--- src/rtl/bus_select_arbiter_pkg.sv ---
// bus_select_arbiter_pkg: shared FSM encoding, source count, index width and one-hot-to-index helper
// No ports; imported by rr_pick and bus_select_arbiter.
package bus_select_arbiter_pkg;
    localparam int N_SRC = 4;
    localparam int IDX_W = 2;
    typedef enum logic [1:0] {ST_IDLE, ST_OWN, ST_TURN} state_t;
    function automatic logic [IDX_W-1:0] onehot_idx(input logic [N_SRC-1:0] v);
        return {v[3] | v[2], v[3] | v[1]};
    endfunction
endpackage

--- src/rtl/rr_pick.sv ---
// rr_pick: combinational rotating-priority picker, scanning upward from ptr+1
// Ports: req  - request vector
//        ptr  - index of the last winner
//        win  - one-hot winner (all-zero when nothing requests)
//        valid - high when any request is present
module rr_pick
    import bus_select_arbiter_pkg::*;
(
    input  logic [N_SRC-1:0] req,
    input  logic [IDX_W-1:0] ptr,
    output logic [N_SRC-1:0] win,
    output logic             valid
);
    logic [IDX_W-1:0] idx;
    // Scan from farthest to nearest so the nearest set bit after ptr overwrites last.
    always_comb begin
        win = '0;
        idx = '0;
        for (int k = N_SRC; k >= 1; k--) begin
            idx = ptr + IDX_W'(k);
            if (req[idx]) win = N_SRC'(1) << idx;
        end
    end
    assign valid = |req;
endmodule

--- src/rtl/bus_select_arbiter.sv ---
// bus_select_arbiter: round-robin owner select for a 4:1 tristate bus with break-before-make turnaround
// Ports: clk     - rising-edge clock
//        rst_n   - asynchronous active-low reset, released synchronously
//        REQ     - per-source level request
//        LAST    - per-source release strobe, honoured only for the owner
//        GNT     - registered one-hot bus enable
//        GNT_ID  - registered owner index, 0 when idle
//        BUSY    - registered, high while GNT is non-zero
//        TIMEOUT - one-cycle pulse on forced release
// Optional: define ARB_TIMEOUT_EN to build the HOLD_MAX hold counter and TIMEOUT pulse.
module bus_select_arbiter
    import bus_select_arbiter_pkg::*;
#(
    parameter int TURN_CYC = 1,
    parameter int HOLD_MAX = 64
) (
    input  logic             clk,
    input  logic             rst_n,
    input  logic [N_SRC-1:0] REQ,
    input  logic [N_SRC-1:0] LAST,
    output logic [N_SRC-1:0] GNT,
    output logic [IDX_W-1:0] GNT_ID,
    output logic             BUSY,
    output logic             TIMEOUT
);
    state_t           state_q, state_d;
    logic [N_SRC-1:0] gnt_q, gnt_d;
    logic [IDX_W-1:0] gnt_id_q, gnt_id_d;
    logic [IDX_W-1:0] ptr_q, ptr_d;
    logic [3:0]       turn_q, turn_d;
    logic             busy_q, busy_d;
    logic             armed_q;
    logic [N_SRC-1:0] win;
    logic             win_valid;
    logic             can_arb;
    logic             drop;
    logic             force_rel;
    rr_pick u_pick (
        .req   (REQ),
        .ptr   (ptr_q),
        .win   (win),
        .valid (win_valid)
    );
`ifdef ARB_TIMEOUT_EN
    logic [9:0] hold_q, hold_d;
    logic       timeout_q, timeout_d;
    // hold_q counts completed OWN cycles; it rests at 0 outside OWN, so every new grant starts from 0.
    assign force_rel = state_q == ST_OWN && hold_q == 10'(HOLD_MAX - 1);
    always_comb begin
        hold_d    = state_q == ST_OWN ? hold_q + 10'd1 : '0;
        timeout_d = force_rel && !drop;
    end
    always_ff @(posedge clk or negedge rst_n) begin
        if (!rst_n) begin
            hold_q    <= '0;
            timeout_q <= 1'b0;
        end else begin
            hold_q    <= hold_d;
            timeout_q <= timeout_d;
        end
    end
    assign TIMEOUT = timeout_q;
`else
    logic unused_hold_max;
    assign unused_hold_max = HOLD_MAX > 0;
    assign force_rel       = 1'b0;
    assign TIMEOUT         = 1'b0;
`endif
    // armed_q holds off arbitration for the first edge after reset release.
    assign drop    = state_q == ST_OWN && (!REQ[gnt_id_q] || LAST[gnt_id_q]);
    assign can_arb = armed_q && (state_q == ST_IDLE || (state_q == ST_TURN && turn_q == '0));
    always_comb begin
        state_d  = state_q;
        gnt_d    = gnt_q;
        gnt_id_d = gnt_id_q;
        ptr_d    = ptr_q;
        turn_d   = turn_q == '0 ? '0 : turn_q - 4'd1;
        if (drop || force_rel) begin
            state_d  = ST_TURN;
            gnt_d    = '0;
            gnt_id_d = '0;
            turn_d   = 4'(TURN_CYC - 1);
        end else if (can_arb && win_valid) begin
            state_d  = ST_OWN;
            gnt_d    = win;
            gnt_id_d = onehot_idx(win);
            ptr_d    = onehot_idx(win);
        end else if (can_arb) begin
            state_d  = ST_IDLE;
        end
        busy_d = |gnt_d;
    end
    always_ff @(posedge clk or negedge rst_n) begin
        if (!rst_n) begin
            state_q  <= ST_IDLE;
            gnt_q    <= '0;
            gnt_id_q <= '0;
            ptr_q    <= IDX_W'(N_SRC - 1);
            turn_q   <= '0;
            busy_q   <= 1'b0;
            armed_q  <= 1'b0;
        end else begin
            state_q  <= state_d;
            gnt_q    <= gnt_d;
            gnt_id_q <= gnt_id_d;
            ptr_q    <= ptr_d;
            turn_q   <= turn_d;
            busy_q   <= busy_d;
            armed_q  <= 1'b1;
        end
    end
    assign GNT    = gnt_q;
    assign GNT_ID = gnt_id_q;
    assign BUSY   = busy_q;
endmodule

--- config.mk ---
export PLATFORM = sky130hd
export DESIGN_NAME = bus_select_arbiter
export DESIGN_NICKNAME = d
export VERILOG_FILES = /design/src/rtl/bus_select_arbiter_pkg.sv /design/src/rtl/rr_pick.sv /design/src/rtl/bus_select_arbiter.sv
export SDC_FILE = /design/constraint.sdc
export NUM_CORES = 1
export LEC_CHECK = 0
export ABC_AREA = 1
export CORE_MARGIN = 3
export CORE_UTILIZATION = 45
export DETAILED_ROUTE_END_ITERATION = 8
export GPL_TIMING_DRIVEN = 0
export PLACE_DENSITY = 0.77
export SLEW_MARGIN = 15
export SYNTH_ARGS = -nofsm -noshare
export SYNTH_HDL_FRONTEND = slang
export SYNTH_HIERARCHICAL = 1
export SYNTH_SLANG_ARGS = --single-unit
export TNS_END_PERCENT = 1
--- constraint.sdc ---
create_clock -name clk -period 1.86 [get_ports clk]
set_input_delay 0.372 -clock clk [delete_from_list [all_inputs] [get_ports clk]]
set_output_delay 0.372 -clock clk [all_outputs]
set_load 0.01 [all_outputs]
* Word level (Yosys, flattened, before mapping)
Cells that the tools add are included.
** Cells by class
- Add/sub/neg operators :: 4
- $lt $le $gt $ge :: 5
- Eq/ne operators :: 2
- Shift operators :: 4
- Mux-type cells :: 25
- Bitwise gates (word level) :: 3
- Reduce and logical (&&, ||, !) cells :: 14
** Operator list (number)
- two-way mux 4 bit :: 8
- left shift 1 x 2 -> 4 bit, first input constant :: 4
- less-than comparator 2 x 3 -> 1 bit, second input constant :: 5
- binary-select mux 1 bit (select 2 bit) :: 6
- two-way mux 2 bit :: 5
- OR reduction 4 bit :: 2
- two-way mux 1 bit :: 6
- adder 2 bit, second input constant :: 2
- logical AND 1 bit :: 4
- zero test 4 bit :: 1
- subtractor 4 x 1 -> 4 bit, second input constant :: 1
- nonzero test 3 bit :: 1
- adder 2 x 1 -> 2 bit, second input constant :: 1
- == test 2 x 1 -> 1 bit, second input constant :: 1
- == test 2 bit, second input constant :: 1
- zero test 2 bit :: 1
- logical OR 1 bit :: 2
- bitwise OR 1 bit :: 2
- AND reduction 2 bit :: 1
- nonzero test 2 bit :: 1
- zero test 1 bit :: 1
- NOT 1 bit :: 1
** Storage, ports and cells
- Register bits :: 16
- Bits of input ports :: 10
- Output and inout bits :: 8
- Word-level logic and storage cells :: 64

* Longest topological paths before layout
Gate-level depths: netlist of run 1.
- Depth in word-level cells :: 9
- Mapped depth :: 14
- Gate-level depth less buffers :: 14

* Modules after synthesis
Netlist of run 1, hierarchy kept.
** By module, submodules not included
- bus_select_arbiter :: times used 1, cells each 98, area each 805.8 um^2, seq. area each 402.9 um^2
- rr_pick :: times used 1, cells each 73, area each 386.6 um^2, seq. area each 0.0 um^2

* Least setup slack after synthesis of run 1
Ideal clock, no wire load.
- Path kind :: reg2reg
- Start point :: register ptr_q[0]
- End point :: register busy_q, in the netlist BUSY
- Setup time :: 0.120 ns
- Arrival time :: 1.867 ns
- Data required time :: 1.740 ns
- Path slack :: -0.128 ns
- Stages on the path, launching flop included :: 15
- Buffers on the path :: 0
- Period minus slack after synthesis :: 1.988 ns
- Path through :: dfstp_2 > inv_2 > ha_1 > inv_1 > nand3_2 > nand3_1 > nand2_1 > inv_1 > nand2_1 > nand2_1 > nand2_1 > nand4_1 > nand2_1 > o21ai_1 > nand2_1
** Between the ends
- Cells in the longest elaborated chain, start to end :: 9
- Elaborated cells on any way between the ends :: 22
- Those cells by class :: add/sub (3); shift (4); mux (14); reduce/logical (1)
** RTL lines
- from (decl) :: RTL line bus_select_arbiter.sv:29 : logic [IDX_W-1:0] ptr_q, ptr_d;
- from (signal assigned) :: RTL line bus_select_arbiter.sv:98 : ptr_q <= IDX_W'(N_SRC - 1);
- from (signal assigned) :: RTL line bus_select_arbiter.sv:106 : ptr_q <= ptr_d;
- adder 2 bit or binary-select mux 1 bit (select 2 bit) (tied branches) :: RTL line rr_pick.sv:20, rr_pick.sv:21
- binary-select mux 1 bit (select 2 bit) or two-way mux 1 bit (tied branches) :: RTL line rr_pick.sv:21 : if (req[idx]) win = N_SRC'(1) << idx;
- two-way mux 1 bit (implied by the code) or two-way mux 4 bit (tied branches) :: RTL line rr_pick.sv:21
- two-way mux 4 bit (2 in series) :: RTL line rr_pick.sv:21
- two-way mux 4 bit (*) :: RTL line rr_pick.sv:21
- via win[3] :: RTL line bus_select_arbiter.sv:33 : logic [N_SRC-1:0] win;
- two-way mux 4 bit (*) :: RTL line bus_select_arbiter.sv:83 : end else if (can_arb && win_valid) begin
- two-way mux 4 bit (*) :: RTL line bus_select_arbiter.sv:78 : if (drop || force_rel) begin
- OR reduction 4 bit (*) :: RTL line bus_select_arbiter.sv:91 : busy_d = |gnt_d;
- via busy_d :: RTL line bus_select_arbiter.sv:31 : logic busy_q, busy_d;
- to (signal assigned) :: RTL line bus_select_arbiter.sv:108 : busy_q <= busy_d;
- to (decl) :: RTL line bus_select_arbiter.sv:31
The timed path passes the listed nets; every way through them passes the cells marked *. The select of a mux whose other input is x is not followed.
A chain may end at the register's enable or synchronous reset.

* Worst setup path in the final report of run 1
Same ends and word-level chain as after synthesis.

==> impl.org, run 1 <==
** Status
- The flow ran to the end, but the final reports show violations.
- The final reports fail on negative setup slack.

** Placed design
- Worst Setup Slack post-DPL :: -272.8 ps
- Detailed placement HPWL :: 1971 µm
- RePlAce Congestion :: 0.8797
- Input and output buffers added on the ports amount to 16.

** Global routing
- The initial antenna violation count was 0.
- Wire length of the first global-routing pass :: roughly 4700 µm
- Global routing used about 18% of the available tracks across all layers.
- Maximum number of pins on one net before global-route repair :: 17
- Grt ovf :: 0
- The number of global-route vias before repair is 1128.

** Floorplanning
- Die outline height :: 57.48 µm
- Initial Util :: 47.70%
- The die covers around 3300 µm².
- Standard-cell rows :: 18
- Number of top-level design ports :: 18
- Die extent in x :: 57.48 µm
- In this run the standard cell core region covers between 2000 and 2500 µm².

** Route
- DRT Pass-1 Iters :: 4
- Using the TritonRoute via totals, the vias-per-cell ratio works out to 5.363.
- Number of remaining DRC errors :: 0
- The detailed router placed around 1200 vias in this run.
- In this run, the number of DRC markers left after iteration 0 of detailed routing was 19.
- Uppermost routed layer :: met4
- After detailed routing, the met2 layer carries 1413 µm of wire.
- Final routed wire length divided by cell count :: roughly 12 µm
- For this block, the routed nets add up to about 2800 µm of wire.
- Met3 Wirelength :: about 130 µm
- For this block, wires on met1 add up to 1176 µm.
- Once detail routing completed, the nets flagged for antenna violations numbered 0.

** Setup path
- WP data required :: 2090 ps
- Largest stage delay on the critical path :: slightly below 600 ps
- At the worst endpoint, the arrival time is 2170 ps.
- Cells on worst reg2reg path :: 12
- Along the worst path, the maximum fanout reaches 5.
- The cell family contributing the most delay on the critical path is flip-flops.
- By instance count, the cell type seen most on the critical path is sky130_fd_sc_hd__nand2_1.
- Reg2reg start :: ptr_q[0]
- The worst register-to-register path has a setup slack of -80 ps.
- On the critical path, the stage with the largest delay is an instance of sky130_fd_sc_hd__dfstp_2.
- The worst register-to-register path ends at BUSY.
- Counting both buffers and inverters, the worst setup path holds a total of 3.
- Category of the worst setup path capture point :: flop
- Traced cell by cell, the critical path runs through inv_4, ha_4, buf_4, o21ai_4, o21ai_1, inv_1, nand2_1, nand2_2, nand4_1, nand2_1, o21ai_1, nand2_1.
- The worst setup path is of the reg -> reg kind.
- Startpoint type of the worst setup path :: flop

** Timing
- Final setup vio count :: 5
- Subtracting the final worst setup slack from the clock period gives 1939 ps.
- Worst-case clock skew :: 4.517 ps
- Setup repair after global routing could not meet its margin everywhere.
- In the finished design, the share of the clock period the worst path needs comes to 104.3%.
- Hold slack :: between 400 and 500 ps
- The worst pin sits at a relative slew slack of 54.31%.
- For the pin with the worst max-slew slack, the measured transition is 683.2 ps.
- The number of hold-slack violations in the final timing report is 0.
- Pins over their slew limit :: 0
- Once routing completed, OpenROAD measured the worst setup slack at -79.29 ps.
- Derived from the worst setup path, the maximum achievable clock frequency is 515.7 MHz.

** Job
- Max Cap Viol :: 0

** Finish
- Post-layout util :: 61.26%
- The final layout contains around 210 nets.
- Proportion of layout cells with a drive suffix above 1 :: about a fifth
- Final antenna diode count :: 0
- The layout has between 200 and 250 filler cells.
- Layout overhead on the synthesized area :: 28.44%

** Logic synthesis
- Synthesized netlist net count :: roughly 190
- Yosys top cell area share :: between 20% and 30%
- Seq cells post-synth :: 16
- Post-synthesis sequential area ratio :: between 30% and 40%
- Gate count after technology mapping :: approximately 170
- Netlist area before placement :: 1192 µm²
- Number of distinct library cells after synthesis :: 27
- Yosys top cell by area :: sky130_fd_sc_hd__dfrtp_1
- Top post-synthesis cells by area :: sky130_fd_sc_hd__dfrtp_1, sky130_fd_sc_hd__nand2_1, sky130_fd_sc_hd__inv_1
- After synthesis, the mean cell area works out to 6.973 µm².
- The Yosys step of the flow raised 6 warnings.

** Power
- Worst VDD drop :: 1.285 mV
- Leakage Power :: approximately 0.00086 µW
- Final Total Pwr :: 2594 µW
- Power per standard cell area :: around 1700 nW/µm²

** CTS
- Number of buffers on the longest clock path :: 2
- CTS H-tree depth :: 1
- Insertion delay to the later sink of the worst-skew pair :: 280 ps
- Root cell of the clock tree :: sky130_fd_sc_hd__clkbuf_4
- TritonCTS created 3 clock buffers.
- Clock tree from TritonCTS :: done
- The clock net in this run drives a total of 16 sinks.
- Clock-pin slew was measured on the worst setup and hold paths at 90 ps.

** Min path
- Worst min-delay path class :: in -> async
synthesized netlist by cell type, drive strengths merged:
master,instances
inv,28
buf,2
conb,2
or2,1
ha,7
o22ai,2
o21ai,11
nand2,70
a21oi,2
nand4,4
nand3b,1
dfstp,2
or4,1
clkinv,2
nor2,4
nand3,18
dfrtp,14
cell type report:
type                    instances  area [µm²]  share of cell area [%]
well taps                      30       37.54                   2.451
multi-input cells             123       728.2                   47.55
inverters                      30       120.1                   7.843
repair buffers                 21       197.7                   12.91
plain buffers                   2       18.77                   1.225
clock buffers                   4       26.28                   1.716
flip-flops and latches         16       402.9                   26.31
power by group:
group | switching, µW | leakage, µW | total [µW] | internal [µW]
combinational | 1100 | 0.000641 | 1830 | 735
clock | 102 | 0.0000150 | 186 | 83.2
sequential | 101 | 0.000203 | 577 | 476
cell usage in the layout (no fill, tap or decap):
| cell type | n |
|---|---|
| sky130_fd_sc_hd__o21ai_0 | 3 |
| sky130_fd_sc_hd__nand2_2 | 6 |
| sky130_fd_sc_hd__ha_4 | 1 |
| sky130_fd_sc_hd__nand3_4 | 3 |
| sky130_fd_sc_hd__inv_1 | 24 |
| sky130_fd_sc_hd__nor2_2 | 1 |
| sky130_fd_sc_hd__nor2_1 | 2 |
| sky130_fd_sc_hd__dfstp_2 | 2 |
| sky130_fd_sc_hd__nand3_2 | 5 |
| sky130_fd_sc_hd__clkbuf_4 | 3 |
| sky130_fd_sc_hd__buf_4 | 6 |
| sky130_fd_sc_hd__dfrtp_1 | 14 |
| sky130_fd_sc_hd__conb_1 | 2 |
| sky130_fd_sc_hd__nor2_4 | 1 |
| sky130_fd_sc_hd__o21ai_4 | 1 |
| sky130_fd_sc_hd__nand2_4 | 3 |
| sky130_fd_sc_hd__or2_2 | 1 |
| sky130_fd_sc_hd__nand3b_1 | 1 |
| sky130_fd_sc_hd__nand2_1 | 61 |
| sky130_fd_sc_hd__clkdlybuf4s50_1 | 16 |
| sky130_fd_sc_hd__a21oi_1 | 2 |
| sky130_fd_sc_hd__nand3_1 | 10 |
| sky130_fd_sc_hd__o22ai_1 | 2 |
| sky130_fd_sc_hd__o21ai_1 | 6 |
| sky130_fd_sc_hd__ha_1 | 6 |
| sky130_fd_sc_hd__inv_2 | 1 |
| sky130_fd_sc_hd__clkinv_1 | 2 |
| sky130_fd_sc_hd__inv_4 | 3 |
| sky130_fd_sc_hd__buf_6 | 1 |
| sky130_fd_sc_hd__clkbuf_1 | 1 |
| sky130_fd_sc_hd__nand4_1 | 4 |
| sky130_fd_sc_hd__o21ai_2 | 1 |
| sky130_fd_sc_hd__or4_4 | 1 |
state kept, by name, summed over array words and instances, names as in the netlist:
signal and flops:
state_q 2, ptr_q 2, GNT_ID 2, GNT 4, turn_q 4, BUSY 1, armed_q 1
layer usage:
layer,vias up,global-route usage (%)
li1,582,-
met1,581,21.75
met2,41,31.45
met3,8,5.430
met4,0,3.642
met5,-,0
cells by family after synthesis:
logic type / share of synthesized area [%]
adders and majority gates: 7.345
other: 0.6298
and+or+nand+nor: 39.77
DFF: 33.79
AOI/OAI and AO/OA: 7.451
buffers and inverters: 11.02
metrics by stage:
stage                     std cells  cell area, µm²  setup TNS (ps)
after CTS                       225            1501          -34.83
after detailed placement        217            1405           -2107
final                           226            1531          -175.1
after global routing            226            1531          -930.2
after floorplan                 171            1207               0
after global placement          217            1405           -1889
how the worst max path moves through the flow:
stage	end	slack, ps	cells past startpoint	start
floorplan	BUSY	4	14	ptr_q[0]
global placement	GNT_ID[0]	-260	6	REQ[1]
detailed placement	GNT_ID[0]	-270	6	REQ[0]
CTS	BUSY	-20	12	ptr_q[0]
global route	BUSY	-190	14	ptr_q[0]
finish	BUSY	-80	12	ptr_q[0]
timing repair:
item                                    4_1_cts  5_1_grt
pin swaps                                    13       10
setup buffers                                 4        1
hold buffers                                  0        0
endpoints found under the setup margin        9       10
resized for setup                            12        8
hold endpoints to repair                      0        0
Power figures use the tool's default switching activity.
==> run 2, diff against run 1 <==
- CORE_UTILIZATION: 45 -> 39
- PLACE_DENSITY: 0.77 -> 0.69
- SETUP_SLACK_MARGIN: unset -> 0.05
==> run 2 against run 1 <==
  * The run still ends with negative setup slack left
  * Routed wire length down 7.5%
  * Die area up 14%
  * Global-route usage is 2.0 points lower
  * Maximum frequency increased by 2.2%
  * Non-clock buffer count unchanged
  * Sequential power down 2%
  * Critical endpoint unchanged
==> impl.org, run 2 (same netlist as run 1, synthesis figures left out) <==
** Status
- Outcome :: finished, violations left
- The checks that failed: negative setup slack.

** Finish
- Number of nets in the final layout :: 214 (unchanged)
- The share of cells above drive strength 1 came to 23.47% (+3.1 points).
- Final antenna diode count :: 0 (unchanged)
- Commonest cells after routing, fill and taps aside :: sky130_fd_sc_hd__nand2_1, sky130_fd_sc_hd__inv_1, sky130_fd_sc_hd__clkdlybuf4s50_1
- Commonest non-fill, non-tap cell in the layout :: sky130_fd_sc_hd__nand2_1
- The number of filler cells placed in the layout is 266 (+17%).
- Design Area, Final :: 1559 µm² (+1.8%)
- Layout overhead on the synthesized area :: 30.75%

** Global routing
- Maximum number of pins on one net before global-route repair :: 17 (unchanged)
- The number of global-route vias before repair is 1070 (-5.1%).
- Global-route usage over all layers :: 16.02% (-2.0 points)
- The initial antenna violation count came to 0 (unchanged).
- The final global-route overflow total was 0 (unchanged).
- Wire length of the first global-routing pass :: 4533 µm (-4.5%)

** Timing
- The largest clock skew in the final design was 5.405 ps (+0.8882 ps).
- The post-route setup TNS came to -37.78 ps (+137.3 ps).
- Final setup vio count :: 1 (-4)
- The top achievable clock speed came to 526.9 MHz (+2.2%).
- Shortest period the worst path allows :: 1898 ps (-41.51 ps)
- Transition time at the pin with the least slew margin :: 716.1 ps (+32.86 ps)
- The number of max-slew violations in the final report came to 0 (unchanged).
- Hold slack :: 509.9 ps (+14.92 ps)
- Setup ws final :: -37.78 ps (+41.51 ps)
- Setup repair after global routing could not meet its margin everywhere.
- The number of hold-slack violations in the final timing report came to 0 (unchanged).
- Relative slew slack :: 52.11% (-2.2 points)
- Ratio of final minimum period to clock period :: 102.0% (-2.2 points)

** Floorplanning
- The die boundary height was 61.30 µm (+6.6%).
- Die Outline Area :: 3757 µm² (+14%)
- Standard-cell rows :: 19 (+1)
- The number of placed I/O pins was 18 (unchanged).
- The core outline area is 2829 µm² (+13%).
- Die extent in x :: 61.30 µm (+6.6%)
- Initial Util :: 42.15% (-5.5 points)

** Placed design
- Total cell area at the placement stage :: 1451 µm² (+3.3%)
- The total of buffers placed on input and output ports was 16 (unchanged).
- The weighted congestion reported at the end of routability-driven placement is 0.9297 (+5.7%).
- Detailed placement HPWL :: 2042 µm (+3.6%)

** Route
- DRT antenna net count :: 0 (unchanged)
- DRT Pass-1 Iters :: 4 (unchanged)
- The number of vias after detailed routing came to 1109 (-8.5%).
- The DRC violations left was 0 (unchanged).
- The average via count per standard cell came to 4.885 (-8.9%).
- The total length of routed wires was 2567 µm (-7.5%).
- Final routed wire length divided by cell count :: 11.31 µm (-7.9%)
- Iter 0 DRT Violations :: 41 (+22)

** CTS
- Number of buffers on the longest clock path :: 2 (unchanged)
- The clock-pin slew on the worst setup and hold paths was 90 ps (about the same).
- TritonCTS built the clock tree.
- Insertion delay to the later sink of the worst-skew pair :: 280 ps (about the same)
- The depth of the CTS H-tree came to 1 (unchanged).
- Number of buffers inserted for hold repair after clock tree synthesis :: 0 (unchanged)
- The number of buffers inserted during clock tree synthesis was 3 (unchanged).
- Root cell of the clock tree :: sky130_fd_sc_hd__clkbuf_4
- The sink count of the clock tree came to 16 (unchanged).

** Power
- The worst-case vdd ir drop was 0.8981 mV (-30%).
- Power per standard cell area :: 1658 nW/µm² (-2.1%)
- The post-route total power is 2585 µW (-0.34%).
- The static leakage power came to 0.0008692 µW (+1.2%).

** Setup path
- Critical path peak fanout :: 5 (unchanged)
- Startpoint type of the worst setup path :: flop
- The arrival time of data at the critical path endpoint is 2070 ps (-100 ps).
- WP data required :: 2030 ps (-60 ps)
- The worst setup path is captured at a flop.
- The worst setup path is of the reg -> reg kind.

** Min path
- Worst min-delay path class :: in -> async

** Job
- Max Cap Viol :: 0 (unchanged)
==> run 2: changes by cell type in the layout (fill, tap and decap cells not counted) <==
cell and change:
sky130_fd_sc_hd__nand3_1 -5, sky130_fd_sc_hd__nand3_2 +5, sky130_fd_sc_hd__nand2_2 +2, sky130_fd_sc_hd__clkbuf_1 -1
sky130_fd_sc_hd__clkbuf_8 +1, sky130_fd_sc_hd__clkinv_1 -1, sky130_fd_sc_hd__inv_1 +1, sky130_fd_sc_hd__inv_2 +1
sky130_fd_sc_hd__inv_4 -1, sky130_fd_sc_hd__nand2_1 -1, sky130_fd_sc_hd__nand2_4 -1, sky130_fd_sc_hd__o21ai_0 +1
sky130_fd_sc_hd__o21ai_2 -1
==> run 2: power breakdown <==
group / total (µW) / switching (µW) / internal (µW)
logic: 1790 / 1060 / 735
registers: 568 / 92.4 / 476
clock network: 222 / 103 / 119
total: 2580 / 1250 / 1330
==> run 2: layout make-up <==
cell class | count | area (µm²) | area share, %
clock buffers | 4 | 36.28 | 2.327
flip-flops and latches | 16 | 402.9 | 25.84
repair buffers | 21 | 197.7 | 12.68
multi-input cells | 123 | 747.0 | 47.91
plain buffers | 2 | 18.77 | 1.204
well taps | 31 | 38.79 | 2.488
inverters | 30 | 117.6 | 7.544
==> run 2: repair_timing <==
item                                    in CTS  in global routing
pin swaps                                   13                  7
resized for setup                            9                  3
buffers inserted                             4                  1
endpoints found under the setup margin       9                  9
cloned                                       0                  0
==> run 2: routing by layer <==
layer  vias up  GRT usage [%]  part of all wire, %
met4         0          2.786                    0
met3         0          4.612                  3.9
li1        577              -                    -
met5         -              0                    0
met2        17          27.95                   52
met1       515          19.84                   44
==> run 2: worst paths after layout <==
| check | start | end | slack, ps | cells after the start |
|---|---|---|---|---|
| max | ptr_q[1] | BUSY | -40 | 11 |
| max in group asynchronous | rst_n | turn_q[2] | 900 | 1 |
| min in group clk | turn_q[0] | turn_q[0] | 520 | 3 |
| min | rst_n | GNT[2] | 510 | 1 |
| min reg2reg | turn_q[0] | turn_q[0] | 520 | 3 |
| max reg2reg | ptr_q[1] | BUSY | -40 | 11 |
==> run 2: per-stage QoR <==
stage                     setup WS (ps)  util, %  std cells
after global routing             -184.6    55.11        227
after CTS                        -21.30    54.67        226
after global placement           -288.3    51.30        218
after floorplan                   47.93        -        171
final                            -37.78    55.11        227
after detailed placement         -298.5    51.30        218
==> run 2: worst max-delay path, stage by stage (launching register included) <==
cell and delay, ps:
sky130_fd_sc_hd__dfstp_2 570, sky130_fd_sc_hd__inv_4 40, sky130_fd_sc_hd__ha_4 250, sky130_fd_sc_hd__buf_4 140
sky130_fd_sc_hd__o21ai_4 180, sky130_fd_sc_hd__inv_1 110, sky130_fd_sc_hd__nand2_1 90, sky130_fd_sc_hd__nand2_2 70
sky130_fd_sc_hd__nand4_1 80, sky130_fd_sc_hd__nand2_1 70, sky130_fd_sc_hd__o21ai_1 120, sky130_fd_sc_hd__nand2_1 60
==> run 3, diff against run 2 <==
- CORE_UTILIZATION: 39 -> 30
- PLACE_DENSITY: 0.69 -> 0.57
==> run 3 against run 2 <==
  * Setup slack better by 20 ps
  * Sequential power barely moved
  * Design area rose by 0.96%
  * Flip-flop and latch count stayed put
  * Die area increased by 27%
  * Highest routed layer is now met4
  * Register-to-register slack improved by 20 ps
  * The run still ends with negative setup slack left
==> impl.org, run 3 (same netlist as run 1, synthesis figures left out) <==
** Status
- Outcome :: finished, violations left
- Violated checks :: negative setup slack

** CTS
- Clock sink total :: 16 (unchanged)
- The tree is rooted in a sky130_fd_sc_hd__clkbuf_8.
- Number of buffers on the longest clock path :: 2 (unchanged)
- Number of buffers inserted for hold repair after clock tree synthesis :: 0 (unchanged)
- CTS H-tree depth :: 1 (unchanged)
- Clock tree from TritonCTS :: done
- The clock-pin slew on the worst setup and hold paths is 60 ps (-30 ps).
- Insertion delay to the later sink of the worst-skew pair :: 250 ps (-30 ps)
- The number of buffers inserted during clock tree synthesis came to 3 (unchanged).

** Setup path
- Kind of critical path :: reg -> reg
- STA classifies the critical path endpoint as a flop.
- Worst path most repeated cell :: sky130_fd_sc_hd__nand2_1
- The signal on the critical path passes through inv_4, ha_4, inv_4, nand3_4, nand3_2, nand2_1, inv_1, nand2_1, nand2_1, nand2_2, nand4_1, nand2_1, o21ai_1, nand2_1.
- The delay of the slowest cell on the worst path came to 550 ps (-20 ps).
- Critical path peak fanout :: 5 (unchanged)
- Startpoint type of the worst setup path :: flop
- WP data required :: 1990 ps (-40 ps)
- The slowest stage of the critical path is the sky130_fd_sc_hd__dfstp_2 cell.
- The arrival time of data at the critical path endpoint was 2010 ps (-60 ps).

** Power
- The worst-case vdd ir drop is 0.6884 mV (-23%).
- The static leakage power was 0.0008705 µW (+0.15%).
- The areal power density over the cells came to 1636 nW/µm² (-1.4%).

** Route
- The average via count per standard cell is 4.531 (-7.3%).
- Final routed wire length divided by cell count :: 10.53 µm (-6.9%)
- The DRC violations left came to 0 (unchanged).
- The first-iteration detailed-routing DRC count came to 41 (unchanged).
- DRT Pass-1 Iters :: 4 (unchanged)
- The number of vias after detailed routing is 1101 (-0.72%).
- The total length of routed wires is 2559 µm (-0.31%).
- The count of antenna-violating nets left after detailed routing came to 0 (unchanged).

** Timing
- The top achievable clock speed came to 532.5 MHz (+1.1%).
- The number of max-slew violations in the final report came to 0 (unchanged).
- Final setup vio count :: 2 (+1)
- Hold slack :: 521.4 ps (+11.56 ps)
- The setup slack of the critical path after layout came to -17.92 ps (+19.86 ps).
- The shortest period the worst path allows was 1878 ps (-19.86 ps).
- The final clock period utilization by the worst path is 101.0% (-1.1 points).
- Unrepaired setup endpoints after global routing :: true
- The slew at the pin closest to its max-slew limit came to 697.4 ps (-18.63 ps).
- Relative slew slack :: 53.36% (+1.2 points)
- The largest clock skew in the final design came to 3.447 ps (-1.958 ps).
- The number of hold-slack violations in the final timing report came to 0 (unchanged).

** Placed design
- The number of placed cells counting well taps is 235 (+7.8%).
- The total of buffers placed on input and output ports was 16 (unchanged).
- The detailed placement HPWL is 1990 µm (-2.6%).
- RePlAce Congestion :: 0.8306 (-11%)

** Global routing
- The final global-route overflow total is 0 (unchanged).
- Antenna violations before repair :: 0 (unchanged)
- The number of global-route vias before repair was 1056 (-1.3%).
- Wire length of the first global-routing pass :: 4650 µm (+2.6%)
- The largest net degree at the start of global routing is 17 (unchanged).
- The total routing resource utilization after global routing was 11.34% (-4.7 points).

** Finish
- Relative to the synthesized area, the layout overhead comes to 32.00%.
- The number of non-filler instances in the completed layout is 243 (+7.0%).
- The number of nets at the end of the flow came to 213 (-0.47%).
- Final antenna diode count :: 0 (unchanged)
- Commonest non-fill, non-tap cell in the layout :: sky130_fd_sc_hd__nand2_1
- Commonest cells after routing, fill and taps aside :: sky130_fd_sc_hd__nand2_1, sky130_fd_sc_hd__inv_1, sky130_fd_sc_hd__clkdlybuf4s50_1
- The multi-input gate area in the final layout was 734.5 µm² (-1.7%).
- FF+latch area :: 402.9 µm² (unchanged)
- Proportion of layout cells with a drive suffix above 1 :: 20.51% (-3.0 points)
- Layout filler cell count :: 423 (+59%)

** Floorplanning
- Initial Util :: 31.85% (-10 points)
- The number of placement rows came to 22 (+3).
- Die Outline Area :: 4767 µm² (+27%)
- The die width was 69.05 µm (+13%).
- The die boundary height was 69.05 µm (+13%).
- Number of top-level design ports :: 18 (unchanged)
- Standard cell core area :: 3744 µm² (+32%)

** Min path
- In this run the worst hold path is classified as reg -> reg.

** Job
- The max-capacitance violation count is 0 (unchanged).
[run 3: cell count changes in the layout (fill, tap and decap cells not counted), sizes merged]
cell           delta
buf               -1
clkdlybuf4s50     -1
inv               -1
clkinv            +1
dlymetal6s2s      +1
[run 3: where the power goes]
group          internal (µW)  leakage, µW  total, µW  switching [µW]
clock network            152    0.0000228        263             111
logic                    710     0.000644       1750            1040
registers                477     0.000203        567            89.8
[run 3: worst paths after layout]
check                           from   endpoint  slack, ps  cells past startpoint
setup / recovery            ptr_q[1]       BUSY        -20                     14
hold / removal             turn_q[0]  turn_q[0]        520                      3
setup reg to reg            ptr_q[1]       BUSY        -20                     14
hold reg to reg            turn_q[0]  turn_q[0]        520                      3
max in group asynchronous      rst_n  GNT_ID[0]        870                      1
min in group asynchronous      rst_n  turn_q[3]        550                      1
[run 3: routing by layer]
layer | track usage [%] | routed length (µm)
met3 | 1.312 | 34
met2 | 19.28 | 1251
met5 | 0 | 0
met4 | 3.254 | 25
met1 | 15.09 | 1248
[run 3: layout make-up]
type                    count  area share (%)
well taps                  48           3.816
clock buffers               4           2.862
multi-input cells         123           46.66
flip-flops and latches     16           25.60
inverters                  30           7.631
plain buffers               2           1.192
repair buffers             20           12.24
[run 3: metrics by stage]
stage | instance area, µm² | TNS [ps] | setup WS, ps | power [µW] | util, %
detailed placement | 1473 | -2248 | -284.7 | 2204 | 39.34
CTS | 1556 | -84.43 | -31.48 | 2548 | 41.58
global placement | 1473 | -2328 | -308.3 | 2187 | 39.34
finish | 1574 | -29.86 | -17.92 | 2575 | 42.05
floorplan | 1252 | 0 | 47.93 | 1787 | -
global route | 1574 | -897.8 | -169.3 | 2847 | 42.05
[run 3: critical path: cells and delay by family (launching register included)]
family	cells	cell delay, ps
buffers and inverters	3	160
adder cells (fa/ha/maj)	1	270
flip-flops	1	550
AND/OR/NAND/NOR	9	630
AO/OA/AOI/OAI	1	130
[run 3: timing repair]
| item | in CTS | in global routing |
|---|---|---|
| gates resized for setup | 4 | 5 |
| buffers inserted | 3 | 1 |
| setup endpoints to repair | 10 | 10 |
| pin swaps | 9 | 10 |
| endpoints found under the hold margin | 0 | 0 |
